===== config.mk =====
export PLATFORM = sky130hd
export DESIGN_NAME = prog_clock_divider
export DESIGN_NICKNAME = d
export VERILOG_FILES = /design/src/rtl/clkdiv_pkg.sv /design/src/rtl/clkdiv_channel.sv /design/src/rtl/prog_clock_divider.sv
export SDC_FILE = /design/constraint.sdc
export NUM_CORES = 1
export LEC_CHECK = 0
export BUFFER_PORTS_ARGS = -buffer_cell sky130_fd_sc_hd__buf_2
export CORE_MARGIN = 10
export CORE_UTILIZATION = 69
export DETAILED_ROUTE_END_ITERATION = 12
export GPL_TIMING_DRIVEN = 0
export PLACE_DENSITY = 0.95
export SKIP_LAST_GASP = 1
export SLEW_MARGIN = 10
export SYNTH_ARGS = -nofsm -noshare
export SYNTH_HDL_FRONTEND = slang
export SYNTH_HIERARCHICAL = 1
export SYNTH_SLANG_ARGS = --single-unit

===== constraint.sdc =====
create_clock -name clk -period 7.2 [get_ports clk]
set_input_delay 0.36 -clock clk [delete_from_list [all_inputs] [get_ports clk]]
set_output_delay 0.36 -clock clk [all_outputs]
set_load 0.02 [all_outputs]

===== src/rtl/clkdiv_pkg.sv =====
// Shared types and helpers for the programmable multi-channel clock divider.
package clkdiv_pkg;

    localparam int MAX_CH = 16;

    typedef enum logic [1:0] {
        DISABLED,
        RUNNING,
        RUNNING_PENDING
    } ch_state_e;

    function automatic int unsigned ceil_half(input int unsigned n);
        return (n + 1) / 2;
    endfunction

    function automatic int unsigned ch_width(input int unsigned n);
        return (n > 1) ? $clog2(n) : 1;
    endfunction

endpackage


===== src/rtl/clkdiv_channel.sv =====
// One divider channel: phase counter, shadow divisor and registered clk_out/tick.
module clkdiv_channel
    import clkdiv_pkg::*;
#(
    parameter int DIV_W = 8
) (
    input  logic             clk,
    input  logic             rst,
    input  logic             en,
    input  logic             resync,
    input  logic             cfg_we,
    input  logic [DIV_W-1:0] cfg_div,
    output logic             pending,
    output logic             clk_out,
    output logic             tick
);

    ch_state_e        state;
    logic [DIV_W-1:0] div_q, div_d;
    logic [DIV_W-1:0] cnt_q, cnt_d;
    logic [DIV_W-1:0] shadow_q, shadow_d;
    logic             pending_q, pending_d;
    logic             clk_out_q, clk_out_d;
    logic             tick_q, tick_d;
    logic             last;

    always_ff @(posedge clk) begin
        if (rst) begin
            div_q     <= '0;
            cnt_q     <= '0;
            shadow_q  <= '0;
            pending_q <= 1'b0;
            clk_out_q <= 1'b0;
            tick_q    <= 1'b0;
        end else begin
            div_q     <= div_d;
            cnt_q     <= cnt_d;
            shadow_q  <= shadow_d;
            pending_q <= pending_d;
            clk_out_q <= clk_out_d;
            tick_q    <= tick_d;
        end
    end

    always_comb begin
        div_d     = div_q;
        cnt_d     = cnt_q;
        shadow_d  = shadow_q;
        pending_d = pending_q;
        clk_out_d = 1'b0;
        tick_d    = 1'b0;
        last      = (cnt_q == div_q - DIV_W'(1));

        if (div_q < DIV_W'(2))
            state = DISABLED;
        else if (pending_q)
            state = RUNNING_PENDING;
        else
            state = RUNNING;

        case (state)
            DISABLED: begin
                if (cfg_we && (cfg_div >= DIV_W'(2))) begin
                    div_d = cfg_div;
                    cnt_d = '0;
                end
            end
            RUNNING, RUNNING_PENDING: begin
                // Wrap (or resync) commits the old shadow before a new request can set pending again.
                if (resync || (en && last)) begin
                    cnt_d = '0;
                    if (pending_q) begin
                        div_d     = shadow_q;
                        pending_d = 1'b0;
                    end
                end else if (en) begin
                    cnt_d = cnt_q + DIV_W'(1);
                end
                if (cfg_we && !pending_q) begin
                    shadow_d  = cfg_div;
                    pending_d = 1'b1;
                end
            end
            default: ;
        endcase

        // Outputs are decoded from next state so phase k is visible in the cycle cnt_q == k.
        if (div_d >= DIV_W'(2)) begin
            clk_out_d = (cnt_d < DIV_W'(ceil_half(32'(div_d))));
            tick_d    = (cnt_d == div_d - DIV_W'(1));
        end
    end

    assign pending = pending_q;
    assign clk_out = clk_out_q;
    assign tick    = tick_q;

endmodule


===== src/rtl/prog_clock_divider.sv =====
// Multi-channel programmable clock divider: config decode, cfg_ready mux and channel array.
module prog_clock_divider
    import clkdiv_pkg::*;
#(
    parameter  int NUM_CH = 4,
    parameter  int DIV_W  = 8,
    localparam int CH_W   = ch_width(NUM_CH)
) (
    input  logic              clk,
    input  logic              rst,
    input  logic              en,
    input  logic              resync,
    input  logic              cfg_valid,
    output logic              cfg_ready,
    input  logic [CH_W-1:0]   cfg_ch,
    input  logic [DIV_W-1:0]  cfg_div,
    output logic [NUM_CH-1:0] clk_out,
    output logic [NUM_CH-1:0] tick
);

    logic [NUM_CH-1:0]      pending;
    logic [NUM_CH-1:0]      cfg_we;
    logic [(2**CH_W)-1:0]   pending_ext;
    logic                   accept;

    // Unused channel indices read as never-pending and match no channel.
    always_comb begin
        pending_ext               = '0;
        pending_ext[NUM_CH-1:0]   = pending;
        cfg_ready                 = ~pending_ext[cfg_ch];
        accept                    = cfg_valid & cfg_ready;
        cfg_we                    = '0;
        for (int unsigned i = 0; i < NUM_CH; i++) begin
            if (accept && (cfg_ch == CH_W'(i)))
                cfg_we[i] = 1'b1;
        end
    end

    for (genvar g = 0; g < NUM_CH; g++) begin : g_ch
        clkdiv_channel #(
            .DIV_W(DIV_W)
        ) u_ch (
            .clk    (clk),
            .rst    (rst),
            .en     (en),
            .resync (resync),
            .cfg_we (cfg_we[g]),
            .cfg_div(cfg_div),
            .pending(pending[g]),
            .clk_out(clk_out[g]),
            .tick   (tick[g])
        );
    end

endmodule


==> impl_metrics.json, run 1 <==
{
  "clock_sinks": 108,
  "syn_to_final_growth_pct": 7.30,
  "clk_pin_slew_ps": 70,
  "hp-class": "input pin to flip-flop",
  "drive_gt1_share_pct": 10.5,
  "status": "finished, final reports clean",
  "ys_warn_count": 6,
  "insertion_delay_ps": 360,
  "die_h_microns": 136,
  "synth_enable_flop_cells": 0,
  "finalWirelength_microns": 25900,
  "gp_congestion": 0.963,
  "synth.cells.most_frequent": "nor2_1, dfxtp_1, nand2_1",
  "cp_max_fo": 8,
  "synth_ff_type": "dfxtp_1",
  "synth_cells": 1154,
  "cts-root-buf": "clkbuf_16",
  "drc": 0,
  "grt_use_total_pct": 26.9,
  "h-tree-depth": 3,
  "first_iter_violations": 1419,
  "pwr-share-comb_pct": 44.4,
  "cp-end-kind": "flip-flop",
  "ys_seq_area_share_pct": 23.2,
  "via_per_inst": 6.84,
  "pwr-share-clk_pct": 26.0,
  "start_util_pct": 70.3,
  "worstPathCellList": "or4_1 > or4_1 > nand2_1 > inv_1 > ha_1 > a21oi_1 > nand3_2 > a222oi_1 > inv_1 > ha_1 > nand3b_1 > nor2_1 > xnor2_1 > ha_1 > a21o_1 > a21o_1 > a21oi_1 > o211a_1",
  "finalMaxSlewViolations": 0,
  "critPathLaunchType": "flip-flop",
  "cts_hold_buf": 0,
  "multi_input_area_sq_um": 6710,
  "critPathRequiredTime_ps": 7510,
  "syn_area_per_cell_sq_um": 8.07,
  "hold_violations": 0,
  "seq_area_sq_um": 2160,
  "finalClockSkew_ps": 8.19,
  "wl_per_cell_microns": 18.9,
  "powerDensity_nw_per_um2": 224,
  "ir_worst_vdd_uv": 183,
  "relSlewSlack_pct": 29.9,
  "maxClockFrequency_mhz": 196,
  "yosysTopAreaCell": "dfxtp_1",
  "yosys.cell_count.top_type": "nor2_1",
  "io_pins": 24,
  "cts_inserted_buffers": 9,
  "stdcell_area_sq_um": 9990,
  "cpPeakStageDelay_ps": 780,
  "fin_nets": 1258,
  "leakage_uw": 0.00423,
  "gr-total-overflow": 0,
  "p_int_uw": 1350,
  "ys_seq_elements": 108,
  "vias": 9368,
  "postPlaceCellArea_sq_um": 9640,
  "cts_max_path_buffers": 2,
  "dr.pass1.iters": 8,
  "die_area_sq_um": 18500,
  "antenna_found_initial": 1,
  "critPathArrivalTime_ps": 5400,
  "finalSetupTns_ps": 0,
  "ant_nets": 0,
  "place_ws_ps": 2210,
  "fill_cells": 937,
  "grt_pass1_vias": 8713,
  "synth_nets": 1225,
  "fin_crit_sh_pct": 70.8,
  "core_area_sq_um": 13200,
  "p_switching_uw": 890,
  "post_cts_resize_count": 0,
  "grt_pass1_wl_microns": 41900,
  "yosys.area.top_type_share_pct": 23.2,
  "synth_area_sq_um": 9310,
  "netlist_top_cells_area": "dfxtp_1, ha_1, xnor2_1",
  "fin_ws_ps": 2100,
  "finalCriticalPeriod_ps": 5100,
  "cp_common_cell": "ha_1",
  "io_buffers": 22,
  "post-cts-setup-buffer-count": 0,
  "dp_hpwl_microns": 18400,
  "cap_viol_max_count": 0,
  "async_flop_share_pct": 0,
  "p_seq_share_pct": 29.6,
  "cts_tree": "built",
  "die_w_microns": 136,
  "synth.distinct_cells": 104,
  "tightest_slew_ps": 1040,
  "p_sw_share_pct": 39.8,
  "slowest_stage": "a222oi_1",
  "final-setup-viol-count": 0,
  "grt_max_degree": 26,
  "critPathKind": "flip-flop to flip-flop",
  "rows": 42,
  "rsz0062_at_grt": "no",
  "holdWs_ps": 357
}
[critical path: cells and delay by family (launching register included)]
family / cells / cell delay (ps)
buffers and inverters: 2 / 200
flip-flops: 1 / 410
XOR/XNOR: 1 / 120
AO/OA/AOI/OAI: 6 / 1840
adder cells (fa/ha/maj): 3 / 880
AND/OR/NAND/NOR: 6 / 1590
[registers in the layout (all words and copies together) (netlist names)]
register            flops
g_ch.u_ch/tick          4
g_ch.u_ch/cnt_q        32
g_ch.u_ch/div_q        32
g_ch.u_ch/clk_out       4
g_ch.u_ch/pending       4
g_ch.u_ch/shadow_q     32
[placed cells by master, fill, tap and decap left out, types with 6 or more instances in the layout]
cell type / n
nor2_1: 129
dfxtp_1: 108
nand2_1: 98
xnor2_1: 57
ha_1: 56
nand3_1: 50
a21oi_1: 49
inv_1: 48
xor2_1: 46
o21ai_0: 45
nor2b_1: 38
clkbuf_1: 35
mux2i_1: 27
buf_2: 27
nor3_1: 26
a21o_1: 19
a22oi_1: 18
and2_1: 14
a22o_1: 13
and3_1: 12
a31oi_1: 12
nor4_1: 12
nand2b_1: 11
nand4_1: 11
or4_1: 10
clkbuf_16: 9
and4_1: 9
inv_2: 9
a32oi_1: 9
a221o_1: 8
a221oi_2: 8
or3_1: 7
a221oi_4: 7
a41oi_1: 7
a221oi_1: 6
o31ai_1: 6
o211ai_1: 6
[final cells by class]
class / instances / share of cell area (%)
inverter: 57 / 2.14
timing repair buffer: 22 / 1.10
multi-input combinational: 943 / 67.2
clock inverter: 6 / 1.11
clock buffer: 10 / 2.29
antenna: 1 / 0.0251
buffer: 46 / 2.32
sequential: 108 / 21.6
tap: 176 / 2.20
[power by group through the flow]
stage | Combinational, uW | Sequential, uW | Clock [uW]
finish | 992 | 662 | 581
global route | 1070 | 664 | 601
CTS | 965 | 659 | 580
detailed placement | 952 | 673 | 0
global placement | 918 | 672 | 0
floorplan | 754 | 671 | 0
[per-layer routing]
layer | GRT usage (%) | share of wire [%]
met1 | 34.4 | 41
met2 | 44.8 | 47
met3 | 3.58 | 9.8
met4 | 10.9 | 2.9
met5 | 0 | 0
[path summary, 6_finish.rpt]
path                            slack, ps  cells after the start                       end                startpoint
worst min register to register        480                      2  g_ch[2].u_ch/shadow_q[6]  g_ch[2].u_ch/shadow_q[6]
worst max register to register       2100                     18      g_ch[2].u_ch/clk_out     g_ch[2].u_ch/div_q[2]
worst max-delay path                 2100                     18      g_ch[2].u_ch/clk_out     g_ch[2].u_ch/div_q[2]
worst min-delay path                  360                      2     g_ch[1].u_ch/cnt_q[5]                       rst
[cell families after synthesis]
group | count (synthesis) | share of synthesized area, %
AO/OA/AOI/OAI | 288 | 25.4
buffers and inverters | 103 | 4.78
adder cells (fa/ha/maj) | 56 | 7.53
flip-flops | 108 | 23.2
XOR/XNOR | 103 | 9.69
AND/OR/NAND/NOR | 466 | 26.0
multiplexers | 30 | 3.39
[per-stage QoR]
step	utilization (%)	total power, uW	instances
2_1_floorplan	-	1420	1154
3_3_place_gp	72.8	1590	1352
3_5_place_dp	72.8	1630	1352
4_1_cts	75.4	2200	1368
5_1_grt	75.4	2340	1369
6_report	75.4	2240	1369
No activity file was read; power rests on OpenSTA's default activity.
==> run 2: changes to the inputs <==
- ABC_AREA: not set -> 1
- CORE_UTILIZATION: 69 -> 59
- PLACE_DENSITY: 0.95 -> 0.87
- clock period: 7.2 -> 4.1 ns (I/O delays scaled with it)
==> run 2 against run 1 <==
  * Sequential share of layout area fell by 2.7 points
  * Critical path depth rose by 10
  * Sequential cell count did not move
  * Register-to-register slack got worse by 1800 ps
  * Non-clock buffer count rose by 5
  * Design area rose by 15%
  * Power rose to 2.6 times the previous value
  * Clock-buffer cell count rose by 1
  * Synthesized cell count rose by 58%
  * Largest power group unchanged
  * Highest routed layer unchanged
==> impl_metrics.json, run 2 <==
{
  "top_regs": "g_ch.u_ch/cnt_q: 32 flops, g_ch.u_ch/div_q: 32 flops, g_ch.u_ch/shadow_q: 32 flops",
  "reg2reg_depth": 28,
  "synth_area_sq_um": 10700,
  "ir_worst_vdd_uv": 295,
  "synth.cells.most_frequent": "nand2_1, nor2_1, inv_1",
  "ant_nets": 0,
  "gp_congestion": 1.02,
  "vias": 11798,
  "grt_pass1_vias": 10563,
  "num_antenna_cells": 0,
  "ys_seq_elements": 108,
  "clock_sinks": 108,
  "dr.pass1.iters": 7,
  "hold_violations": 0,
  "fin_crit_sh_pct": 93.5,
  "rsz0062_at_grt": "yes",
  "use_met2_pct": 40.9,
  "cpPeakStageDelay_ps": 380,
  "io_pins": 24,
  "grt_pass1_wl_microns": 49900,
  "via_per_inst": 5.64,
  "syn_to_final_growth_pct": 7.42,
  "slowest_stage": "dfxtp_4",
  "synth.distinct_cells": 44,
  "final-setup-viol-count": 0,
  "cp-startpoint": "g_ch[3].u_ch/div_q[0]",
  "core_area_sq_um": 17800,
  "critPathKind": "flip-flop to flip-flop",
  "finalClockSkew_ps": 12.7,
  "layout_commonest_cell": "nand2_1",
  "synth_nets": 1892,
  "ys_seq_area_share_pct": 20.3,
  "fin_nets": 1927,
  "finalCriticalPeriod_ps": 3830,
  "relSlewSlack_pct": 62.6,
  "yosysTopAreaCell": "dfxtp_1",
  "critPathArrivalTime_ps": 4130,
  "grt_use_total_pct": 24.4,
  "maxClockFrequency_mhz": 261,
  "leakage_uw": 0.00585,
  "syn_area_per_cell_sq_um": 5.85,
  "cp_max_fo": 11,
  "cap_viol_max_count": 0,
  "r2r_slack_ps": 270,
  "mostFrequentLayoutCells": "nand2_1, nor2_1, inv_1",
  "async_flop_share_pct": 0,
  "yosys.cell_count.top_type": "nand2_1",
  "rows": 49,
  "start_util_pct": 59.7,
  "dp_hpwl_microns": 23000,
  "cp-end-kind": "flip-flop",
  "die_w_microns": 154,
  "holdWs_ps": 186,
  "cts_hold_buf": 0,
  "h-tree-depth": 3,
  "clk_pin_slew_ps": 80,
  "status": "finished, final reports clean",
  "powerDensity_nw_per_um2": 499,
  "tightest_slew_ps": 561,
  "cp_common_cell": "nand2_1",
  "netlist_top_cells_area": "dfxtp_1, nand2_1, nor2_1",
  "fin_util_pct": 64.1,
  "first_iter_violations": 1416,
  "die_area_sq_um": 23800,
  "cts_tree": "built",
  "use_met1_pct": 31.4,
  "ys_warn_count": 6,
  "antenna_found_initial": 0,
  "hp-class": "input pin to flip-flop",
  "endpoint": "g_ch[3].u_ch/clk_out",
  "synth_cells": 1821,
  "cts_inserted_buffers": 9,
  "wl_per_cell_microns": 14.6,
  "drive_gt1_share_pct": 12.4,
  "fill_cells": 1708,
  "critPathLaunchType": "flip-flop",
  "cts_max_path_buffers": 2,
  "gr-total-overflow": 0,
  "grt_max_degree": 21,
  "yosys.area.top_type_share_pct": 20.3,
  "r2r_start": "g_ch[3].u_ch/div_q[0]",
  "drc": 0,
  "critPathRequiredTime_ps": 4400,
  "die_h_microns": 154,
  "reg2reg_to": "g_ch[3].u_ch/clk_out",
  "grt-busiest-layer": "met2",
  "cts-root-buf": "clkbuf_16",
  "insertion_delay_ps": 370,
  "io_buffers": 22,
  "finalWirelength_microns": 30400,
  "synth_ff_type": "dfxtp_1",
  "grtUsageMet3_pct": 2.83,
  "finalMaxSlewViolations": 0,
  "synth_enable_flop_cells": 0
}
==> run 2: kinds of logic after synthesis <==
kind of cell	Yosys count	share of synthesized area [%]
compound gates	255	12.8
xor+xnor	61	5.23
fa+ha+maj	56	6.58
buf+inv	272	10.7
flops	108	20.3
simple gates	1069	44.4
==> run 2: power by group <==
part           internal (uW)  switching [uW]
logic                   1190            2360
registers               1180             131
clock network            418             428
total                   2790            2920
==> run 2: worst min-delay path by stage <==
stage	slack, ps	depth (start not counted)	startpoint	end
3_3_place_gp	490	2	g_ch[3].u_ch/shadow_q[4]	g_ch[3].u_ch/shadow_q[4]
4_1_cts	180	2	rst	g_ch[3].u_ch/div_q[6]
2_1_floorplan	340	2	cfg_div[0]	g_ch[0].u_ch/shadow_q[0]
3_5_place_dp	500	2	g_ch[3].u_ch/shadow_q[7]	g_ch[3].u_ch/shadow_q[7]
6_report	190	2	rst	g_ch[3].u_ch/div_q[6]
5_1_grt	210	2	rst	g_ch[3].u_ch/div_q[6]
==> run 2: final cells by class <==
cell class,count,area [sq um],share of cell area (%)
buffer,46,283,2.47
clock buffer,11,233,2.03
clock inverter,5,36.3,0.317
inverter,223,837,7.31
multi-input combinational,1441,7450,65.1
sequential,108,2170,19.0
tap,229,287,2.50
timing repair buffer,27,148,1.29
==> run 2: layer usage <==
metal	vias up	part of all wire, %
met2	521	47
met3	84	7.8
met5	-	0
met4	0	2.8
met1	5294	43
li1	5899	-
==> run 2: repair_timing <==
| action | in CTS | in global routing |
|---|---|---|
| setup endpoints to repair | 3 | 4 |
| gates resized for setup | 6 | 58 |
| buffers inserted | 0 | 5 |
| pin swaps | 0 | 9 |
==> run 2: critical path: cells and delay by family, from the launching register on <==
kind | cells | cell delay, ps
XOR/XNOR | 1 | 160
AND/OR/NAND/NOR | 18 | 1790
buffers and inverters | 3 | 240
adder cells (fa/ha/maj) | 3 | 750
AO/OA/AOI/OAI | 3 | 450
flip-flops | 1 | 380
==> run 2: per-stage QoR <==
stage / instances / setup WS, ps / area (sq um) / power (uW) / TNS [ps]
finish: 2090 / 268 / 11400 / 5710 / 0
global route: 2090 / -46.7 / 11400 / 6220 / -71.2
CTS: 2088 / -75.3 / 11300 / 5600 / -75.3
detailed placement: 2072 / -195 / 11100 / 4750 / -534
global placement: 2072 / -143 / 11100 / 4660 / -373
floorplan: 1821 / 483 / 10700 / 4000 / 0
